File: src/rtl/raid5_pkg.sv
// raid5_pkg: shared types and constants for the RAID-5 SD stripe datapath
package raid5_pkg;
  localparam int DATA_W = 32;
  localparam int BLOCK_WORDS = 128;
  localparam int AW = $clog2(BLOCK_WORDS);
  typedef logic [1:0] sd_id_t;
  typedef enum logic [1:0] {IDLE, CHECK, STREAM, DONE} reader_state_t;
  typedef enum logic [1:0] {NORMAL, DEGRADED_DATA, DEGRADED_PARITY} rebuild_mode_t;
endpackage

File: src/rtl/stripe_rebuild_xor.sv
// stripe_rebuild_xor: maps the two data drives to sram1/sram2, rebuilds a failed data drive, flags parity mismatch
module stripe_rebuild_xor
  import raid5_pkg::*;
(
  input  logic [DATA_W-1:0] sd1,
  input  logic [DATA_W-1:0] sd2,
  input  logic [DATA_W-1:0] sd3,
  input  sd_id_t            parity_sd,
  input  sd_id_t            failed_sd,
  input  rebuild_mode_t     mode,
  output logic [DATA_W-1:0] word1,
  output logic [DATA_W-1:0] word2,
  output logic              mismatch
);
  logic [DATA_W-1:0] all, lo, hi;
  sd_id_t lo_id, hi_id;
  logic rb;
  // XOR of all three words XOR one word equals the XOR of the other two
  always_comb begin
    all = sd1 ^ sd2 ^ sd3;
    lo_id = parity_sd == 2'd1 ? 2'd2 : 2'd1;
    hi_id = parity_sd == 2'd3 ? 2'd2 : 2'd3;
    lo = lo_id == 2'd1 ? sd1 : sd2;
    hi = hi_id == 2'd2 ? sd2 : sd3;
    rb = mode == DEGRADED_DATA;
    word1 = rb && failed_sd == lo_id ? all ^ lo : lo;
    word2 = rb && failed_sd == hi_id ? all ^ hi : hi;
    mismatch = mode == NORMAL && |all;
  end
endmodule

File: src/rtl/sd_stripe_reader.sv
// sd_stripe_reader: reads one block from three SD cards into two SRAMs with parity check and single-drive rebuild
module sd_stripe_reader
  import raid5_pkg::*;
(
  input  logic              clk,
  input  logic              n_rst,
  input  logic              start,
  input  logic [1:0]        parity_sd,
  input  logic [5:0]        sd_error,
  input  logic              sd_valid,
  input  logic [DATA_W-1:0] sd1_data,
  input  logic [DATA_W-1:0] sd2_data,
  input  logic [DATA_W-1:0] sd3_data,
  output logic              sram1_write_enable,
  output logic              sram2_write_enable,
  output logic [AW-1:0]     sram_addr,
  output logic [DATA_W-1:0] sram1_data,
  output logic [DATA_W-1:0] sram2_data,
  output logic              busy,
  output logic              done,
  output logic              parity_mismatch,
  output logic              unrecoverable
);
  reader_state_t state;
  rebuild_mode_t mode;
  logic [2:0] failed;
  sd_id_t par, fid;
  logic [AW-1:0] addr;
  logic [2:0] err_now;
  logic [1:0] nfail;
  sd_id_t fid_now;
  logic new_fault, mis;
  logic [DATA_W-1:0] w1, w2;
  assign err_now = {|sd_error[5:4], |sd_error[3:2], |sd_error[1:0]};
  assign nfail = 2'(err_now[0]) + 2'(err_now[1]) + 2'(err_now[2]);
  assign fid_now = err_now[0] ? 2'd1 : err_now[1] ? 2'd2 : err_now[2] ? 2'd3 : 2'd0;
  assign new_fault = |(err_now & ~failed);
  stripe_rebuild_xor u_xor (
    .sd1(sd1_data),
    .sd2(sd2_data),
    .sd3(sd3_data),
    .parity_sd(par),
    .failed_sd(fid),
    .mode(mode),
    .word1(w1),
    .word2(w2),
    .mismatch(mis)
  );
  always_ff @(posedge clk or negedge n_rst) begin
    if (!n_rst) begin
      state <= IDLE;
      mode <= NORMAL;
      failed <= '0;
      par <= '0;
      fid <= '0;
      addr <= '0;
      sram1_write_enable <= 1'b0;
      sram2_write_enable <= 1'b0;
      sram_addr <= '0;
      sram1_data <= '0;
      sram2_data <= '0;
      busy <= 1'b0;
      done <= 1'b0;
      parity_mismatch <= 1'b0;
      unrecoverable <= 1'b0;
    end else begin
      sram1_write_enable <= 1'b0;
      sram2_write_enable <= 1'b0;
      done <= 1'b0;
      case (state)
        IDLE: if (start) begin
          state <= CHECK;
          busy <= 1'b1;
          parity_mismatch <= 1'b0;
          unrecoverable <= 1'b0;
          addr <= '0;
        end
        CHECK: begin
          failed <= err_now;
          par <= parity_sd;
          fid <= fid_now;
          if (nfail >= 2'd2 || parity_sd == 2'd0) begin
            unrecoverable <= 1'b1;
            done <= 1'b1;
            state <= DONE;
          end else begin
            mode <= nfail == 2'd0 ? NORMAL : fid_now == parity_sd ? DEGRADED_PARITY : DEGRADED_DATA;
            state <= STREAM;
          end
        end
        STREAM: if (new_fault) begin
          unrecoverable <= 1'b1;
          done <= 1'b1;
          state <= DONE;
        end else if (sd_valid) begin
          sram1_write_enable <= 1'b1;
          sram2_write_enable <= 1'b1;
          sram_addr <= addr;
          sram1_data <= w1;
          sram2_data <= w2;
          addr <= addr + 1'b1;
          if (mis) parity_mismatch <= 1'b1;
          if (addr == AW'(BLOCK_WORDS - 1)) begin
            done <= 1'b1;
            state <= DONE;
          end
        end
        DONE: begin
          busy <= 1'b0;
          state <= IDLE;
        end
      endcase
    end
  end
endmodule
File: config.mk
export PLATFORM = sky130hd
export DESIGN_NAME = sd_stripe_reader
export DESIGN_NICKNAME = d
export VERILOG_FILES = /design/src/rtl/raid5_pkg.sv /design/src/rtl/stripe_rebuild_xor.sv /design/src/rtl/sd_stripe_reader.sv
export SDC_FILE = /design/constraint.sdc
export NUM_CORES = 1
export LEC_CHECK = 0
export ABC_AREA = 0
export BUFFER_PORTS_ARGS = -buffer_cell sky130_fd_sc_hd__buf_2
export CORE_MARGIN = 4
export CORE_UTILIZATION = 57
export DETAILED_ROUTE_END_ITERATION = 8
export PLACE_DENSITY = 0.88
export SKIP_LAST_GASP = 1
export SYNTH_ARGS = -nofsm -noshare
export SYNTH_HDL_FRONTEND = slang
export SYNTH_SLANG_ARGS = --single-unit
File: constraint.sdc
create_clock -name clk -period 2.7 [get_ports clk]
set_clock_uncertainty 0.15 [all_clocks]
set_input_delay 0.54 -clock clk [delete_from_list [all_inputs] [get_ports clk]]
set_output_delay 0.54 -clock clk [all_outputs]
set_load 0.01 [all_outputs]
Word-level counts from Yosys, hierarchy flattened
Index checks and enable logic that the tools add are counted.
{ "word_totals": {"ff_bits": 94, "input_bits": 108} }
{ "classes": {"n_addsub": 3, "magnitude_cmp": 1, "eq_ne": 20, "muxes": 39, "bitwise_logic": 8, "n_reduce_logical": 23} }
{ "ops": {"columns": ["op", "count"], "rows": [
  ["$mux 32", 4],
  ["$xor 32x32->32", 4],
  ["$reduce_or 32->1", 1],
  ["$mux 7", 3],
  ["$mux 2", 10],
  ["$mux 1", 16],
  ["$pmux 7 s2", 1],
  ["$ne 2x2->1 const B", 6],
  ["$eq 2x1->1 const B", 4],
  ["$eq 2x2->1 const B", 4],
  ["$logic_not 2->1", 4],
  ["$pmux 2 s4", 1],
  ["$reduce_and 4->1", 2],
  ["$add 7x1->7 const B", 1],
  ["$eq 7x7->1 const B", 1],
  ["$eq 2x2->1", 3],
  ["$ne 3x3->1 const B", 2],
  ["$pmux 1 s2", 3],
  ["$reduce_and 3->1", 2],
  ["$reduce_or 2->1", 3],
  ["$reduce_and 5->1", 1],
  ["$reduce_and 2->1", 2],
  ["$reduce_bool 2->1", 2],
  ["$and 3x3->3", 1],
  ["10 further kinds", 13]
]} }

Depth between registers and ports, before layout
{ "logic_depth": {"depth_word": 8, "ltp_mapped": 9, "mapped_depth_nobuf": 8} }

Modules after synthesis
From an unflattened synthesis, not the netlist that was laid out.
{ "hier_totals": {"hier_cells": 1035, "hier_area_um2": 8210.4} }
{ "modules_own_cells": {"columns": ["module", "instances", "cells_each", "area_each_um2"], "rows": [
  ["stripe_rebuild_xor", 1, 609, 4239.1],
  ["sd_stripe_reader", 1, 426, 3971.3]
]} }

Worst setup path after synthesis
OpenSTA, ideal clock, no wires.
{ "synth_timing": {"path_type": "input-to-reg", "from": "in sd_error[5]", "to": "reg unrecoverable", "setup_time_ps": 125, "arrival_ps": 1976, "required_time_ps": 2425, "slack_ps": 450, "path_stages": 7, "cell_sequence": "or2_2 > clkbuf_1 > fa_1 > nor2_1 > nand2_1 > nand3_1 > mux2_2"} }
{ "synth_via": {"elab_chain_cells": 6} }
{ "synth_lines": {"columns": ["element", "line", "rtl"], "rows": [
  ["start: declaration", "sd_stripe_reader.sv:9", "input logic [5:0] sd_error,"],
  ["$reduce_or 2->1 *", "sd_stripe_reader.sv:34", "assign err_now = {|sd_error[5:4], |sd_error[3:2], |sd_error[1:0]};"],
  ["net err_now[2]", "sd_stripe_reader.sv:29", "logic [2:0] err_now;"],
  ["$add 2x1->2", "sd_stripe_reader.sv:35", "assign nfail = 2'(err_now[0]) + 2'(err_now[1]) + 2'(err_now[2]);"],
  ["$ge 2x2->1", "sd_stripe_reader.sv:82", "if (nfail >= 2'd2 || parity_sd == 2'd0) begin"],
  ["$logic_or 1x1->1", "sd_stripe_reader.sv:82", null],
  ["$ne 2x2->1 (no source line)", null, null],
  ["$reduce_and 4->1 (no source line) *", null, null],
  ["end signal: assignment", "sd_stripe_reader.sv:75", "unrecoverable <= 1'b0;"],
  ["end signal: assignment", "sd_stripe_reader.sv:83", "unrecoverable <= 1'b1;"],
  ["end signal: assignment", "sd_stripe_reader.sv:92", "unrecoverable <= 1'b1;"],
  ["end: declaration", "sd_stripe_reader.sv:22", "output logic unrecoverable"]
]} }
The timed path passes the listed nets; every way through them passes the cells marked *.
A chain may end at the register's enable or synchronous reset.

Final worst setup path
{ "layout_timing": {"from": "reg par[1]", "to": "reg sram1_data[5]"} }
{ "layout_via": {"elab_chain_cells": 6} }
{ "layout_lines": {"columns": ["element", "line", "rtl"], "rows": [
  ["start: declaration", "sd_stripe_reader.sv:27", "sd_id_t par, fid;"],
  ["start signal: assignment", "sd_stripe_reader.sv:80", "par <= parity_sd;"],
  ["$eq 2x1->1 *", "stripe_rebuild_xor.sv:21", "lo_id = parity_sd == 2'd1 ? 2'd2 : 2'd1;"],
  ["$mux 2 *", "stripe_rebuild_xor.sv:21", null],
  ["$eq 2x1->1", "stripe_rebuild_xor.sv:23", "lo = lo_id == 2'd1 ? sd1 : sd2;"],
  ["$mux 32", "stripe_rebuild_xor.sv:23", null],
  ["$xor 32x32->32", "stripe_rebuild_xor.sv:26", "word1 = rb && failed_sd == lo_id ? all ^ lo : lo;"],
  ["$mux 32 *", "stripe_rebuild_xor.sv:26", null],
  ["end signal: assignment", "sd_stripe_reader.sv:99", "sram1_data <= w1;"],
  ["end: declaration", "sd_stripe_reader.sv:17", "output logic [DATA_W-1:0] sram1_data,"]
]} }
Mark *: on every way between the ends. The rest lies on a longest branch, timed or not.

==> metrics.yaml <==
arrival_ns: 2.56
clk_pin_slew_ns: 0.08
fin_area_sq_mm: 0.009951
p_per_area_mw_per_mm2: 933.3
die_h_um: 131.7
syn_area_per_cell_sq_um: 7.990
layout-drive-gt1-share_pct: 23.38
synthesis.nets: 1207
gr-total-overflow: 0
wirelength_mm: 26.26
cts_root_buf: "clkbuf_16"
grt_pass1_vias: 8256
period_needed_ns: 2.457
slowest_delay_ns: 0.48
rsz0062_at_grt: "false"
clockPowerShare_pct: 14.2
path_max_fanout: 17
setup_slack_ns: 0.2435
power.leakage_nw: 4.435
total_power_mw: 9.287
hold_viol_final: 0
wire_per_inst_um: 19.15
place_ws_ns: 0.1267
postRouteAntennaNets: 0
pwr-share-seq_pct: 25.3
worstSetupPathType: "register to register"
startpoint_type: "register"
required_ns: 2.80
synth_area_leaders: "dfrtp_1, nand2_1, xnor3_1"
synth_edf_count: 0
pwr-share-comb_pct: 60.5
ys_async_sr_fraction_pct: 100.0
cts_resized: 0
finalCritPeriodShare_pct: 90.98
synth_top_area_share_pct: 26.96
end_kind: "register"
timing.fmax_ghz: 0.4071
drv_slew: 0
cts_max_path_buffers: 2
die_area_sq_mm: 0.01735
synth_warnings: 0
crit_family: "compound AO/OA/AOI/OAI gates"
setup_viol: 0
fin_tns_setup_ns: 0
postCtsSetupBuffers: 0
initial_core_util_pct: 59.13
port_buffers: 184
grt_pass1_wl_mm: 42.32
crit_buf_inv: 1
track_usage_pct: 29.37
switching_share_pct: 47.92
vias: 8938
synth_flop_cell: "dfrtp_1"
dp.cells: 1353
cts_sinks: 94
clk_latency_ns: 0.36
first_iter_violations: 865
place_hpwl_mm: 17.71
placed_cell_area_sq_mm: 0.009654
p_int_mw: 4.837
p_sw_mw: 4.451
ios: 185
grt_max_degree: 95
fin_cells: 1371
hold_path.class: "input port to async pin"
drt_pass1_iterations: 7
fp.coreArea_sq_mm: 0.01475
cap_violations: 0
rows: 44
syn_inst: 1092
die-width_um: 131.7
synth.distinct_cells: 57
cts_made_buffers: 9
grt_antenna_before_repair: 1
synthesis.area_sq_mm: 0.008725
ys_ff_latch: 94
relSlewSlack_pct: 57.67
gp_congestion: 0.9089
viasPerCell: 6.519
drc: 0
yosys.area.top_type: "dfrtp_1"
status: "finished clean"
holdBufCountCts: 0
ir_drop_uv: 714.5
worst_slew_pin_slew_ns: 0.6349
cts_tree: "done"
rrSetupSlack_ns: 0.24
htree_levels: 3
path_cells: "nand2b_2, and3_4, o211ai_4, buf_4, a31oi_1, o41ai_2"
crit_slowest_cell: "dfrtp_1"
finalNetCount: 1295
areaGrowthSynthToFinish_pct: 14.05
ys_seq_area_share_pct: 26.96
[power groups by stage]
stage	Combinational, mW	Sequential [mW]	Clock (mW)
detailed placement	5.55	2.37	0
global route	6.12	2.43	1.37
finish	5.62	2.35	1.31
global placement	5.40	2.35	0
CTS	5.57	2.35	1.33
floorplan	3.58	2.48	0
[synthesized netlist by cell type (all sizes together), types with 5 or more instances]
cell    instances
a21boi         32
ha              6
nor3b          61
nor2           24
nand3           7
buf            50
a21oi          54
nand4           7
a31oi          32
or3            52
o21a           43
and3           34
clkbuf         90
a311oi         33
o22ai           7
inv             7
nand2         161
xnor3          22
a211oi         30
mux2            5
xnor2          19
o21ai         141
o41ai          26
dfrtp          94
o31ai           6
xor2            5
[cell type report]
class / instances / area, sq um
antenna: 2 / 5.005
fill: 1252 / 4803
sequential: 94 / 2352
multi-input combinational: 850 / 5782
timing repair buffer: 217 / 1259
inverter: 8 / 31.28
clock buffer: 10 / 239.0
clock inverter: 6 / 52.55
tap: 184 / 230.2
[worst paths after layout]
path / startpoint / endpoint / cells past startpoint
max in group asynchronous: n_rst / sram1_data[20] / 2
min reg2reg: sram1_data[4] / sram1_data[4] / 2
min in group clk: sram1_data[4] / sram1_data[4] / 2
max: par[1] / sram1_data[5] / 6
min: n_rst / sram2_data[1] / 2
max reg2reg: par[1] / sram1_data[5] / 6
[sequential cells by signal (all words and copies together) (netlist names)]
name                cells
failed                  3
unrecoverable           1
parity_mismatch         1
sram2_data             32
sram2_write_enable      1
mode                    2
state                   2
fid                     2
sram1_data             32
busy                    1
par                     2
addr                    7
sram_addr               7
done                    1
[stage by stage]
stage | hold slack [ns] | util, %
after global routing | 0.1224 | 67.43
after global placement | 0.3043 | 65.43
after floorplan | 0.09441 | -
after CTS | 0.1010 | 67.41
final | 0.07362 | 67.44
after detailed placement | 0.3083 | 65.43
[worst reg2reg max path: cells and delay by family (launching register included)]
kind,cells,cell delay [ns]
buffers and inverters,1,0.31
AND/OR/NAND/NOR,2,0.67
flip-flops,1,0.48
AO/OA/AOI/OAI,3,0.74
[cell usage in the layout, fill, tap and decap left out, types with 4 or more instances in the layout]
cell type / instances
mux2i_1: 4
a21oi_1: 54
buf_4: 27
xor2_1: 5
o21ai_0: 80
o21ai_1: 61
xnor3_1: 22
or3_1: 52
buf_12: 7
nor3_1: 4
buf_2: 183
o31ai_1: 6
nand2_1: 160
a21boi_1: 8
nor3b_1: 61
a211oi_1: 30
xnor2_1: 19
dfrtp_1: 94
o22ai_1: 7
a31oi_1: 32
clkbuf_16: 9
and3_1: 33
a311oi_1: 33
nand4_1: 7
ha_1: 6
mux2_2: 4
nor2_1: 24
inv_1: 7
a21boi_0: 24
o41ai_2: 26
nand3_1: 7
o21a_1: 43
[kinds of logic after synthesis]
group / count (synthesis) / share of synthesized area, %
AO/OA/AOI/OAI: 418 / 33.20
adder cells (fa/ha/maj): 7 / 1.090
flip-flops: 94 / 26.96
buffers and inverters: 148 / 7.242
AND/OR/NAND/NOR: 370 / 22.31
XOR/XNOR: 46 / 8.088
multiplexers: 9 / 1.104
[per-layer routing]
layer | track usage (%) | share of wire (%)
met5 | 0 | 0
met4 | 12.66 | 3.0
met3 | 5.390 | 8.8
met2 | 47.22 | 47
met1 | 39.02 | 42
Power figures use the tool's default switching activity.
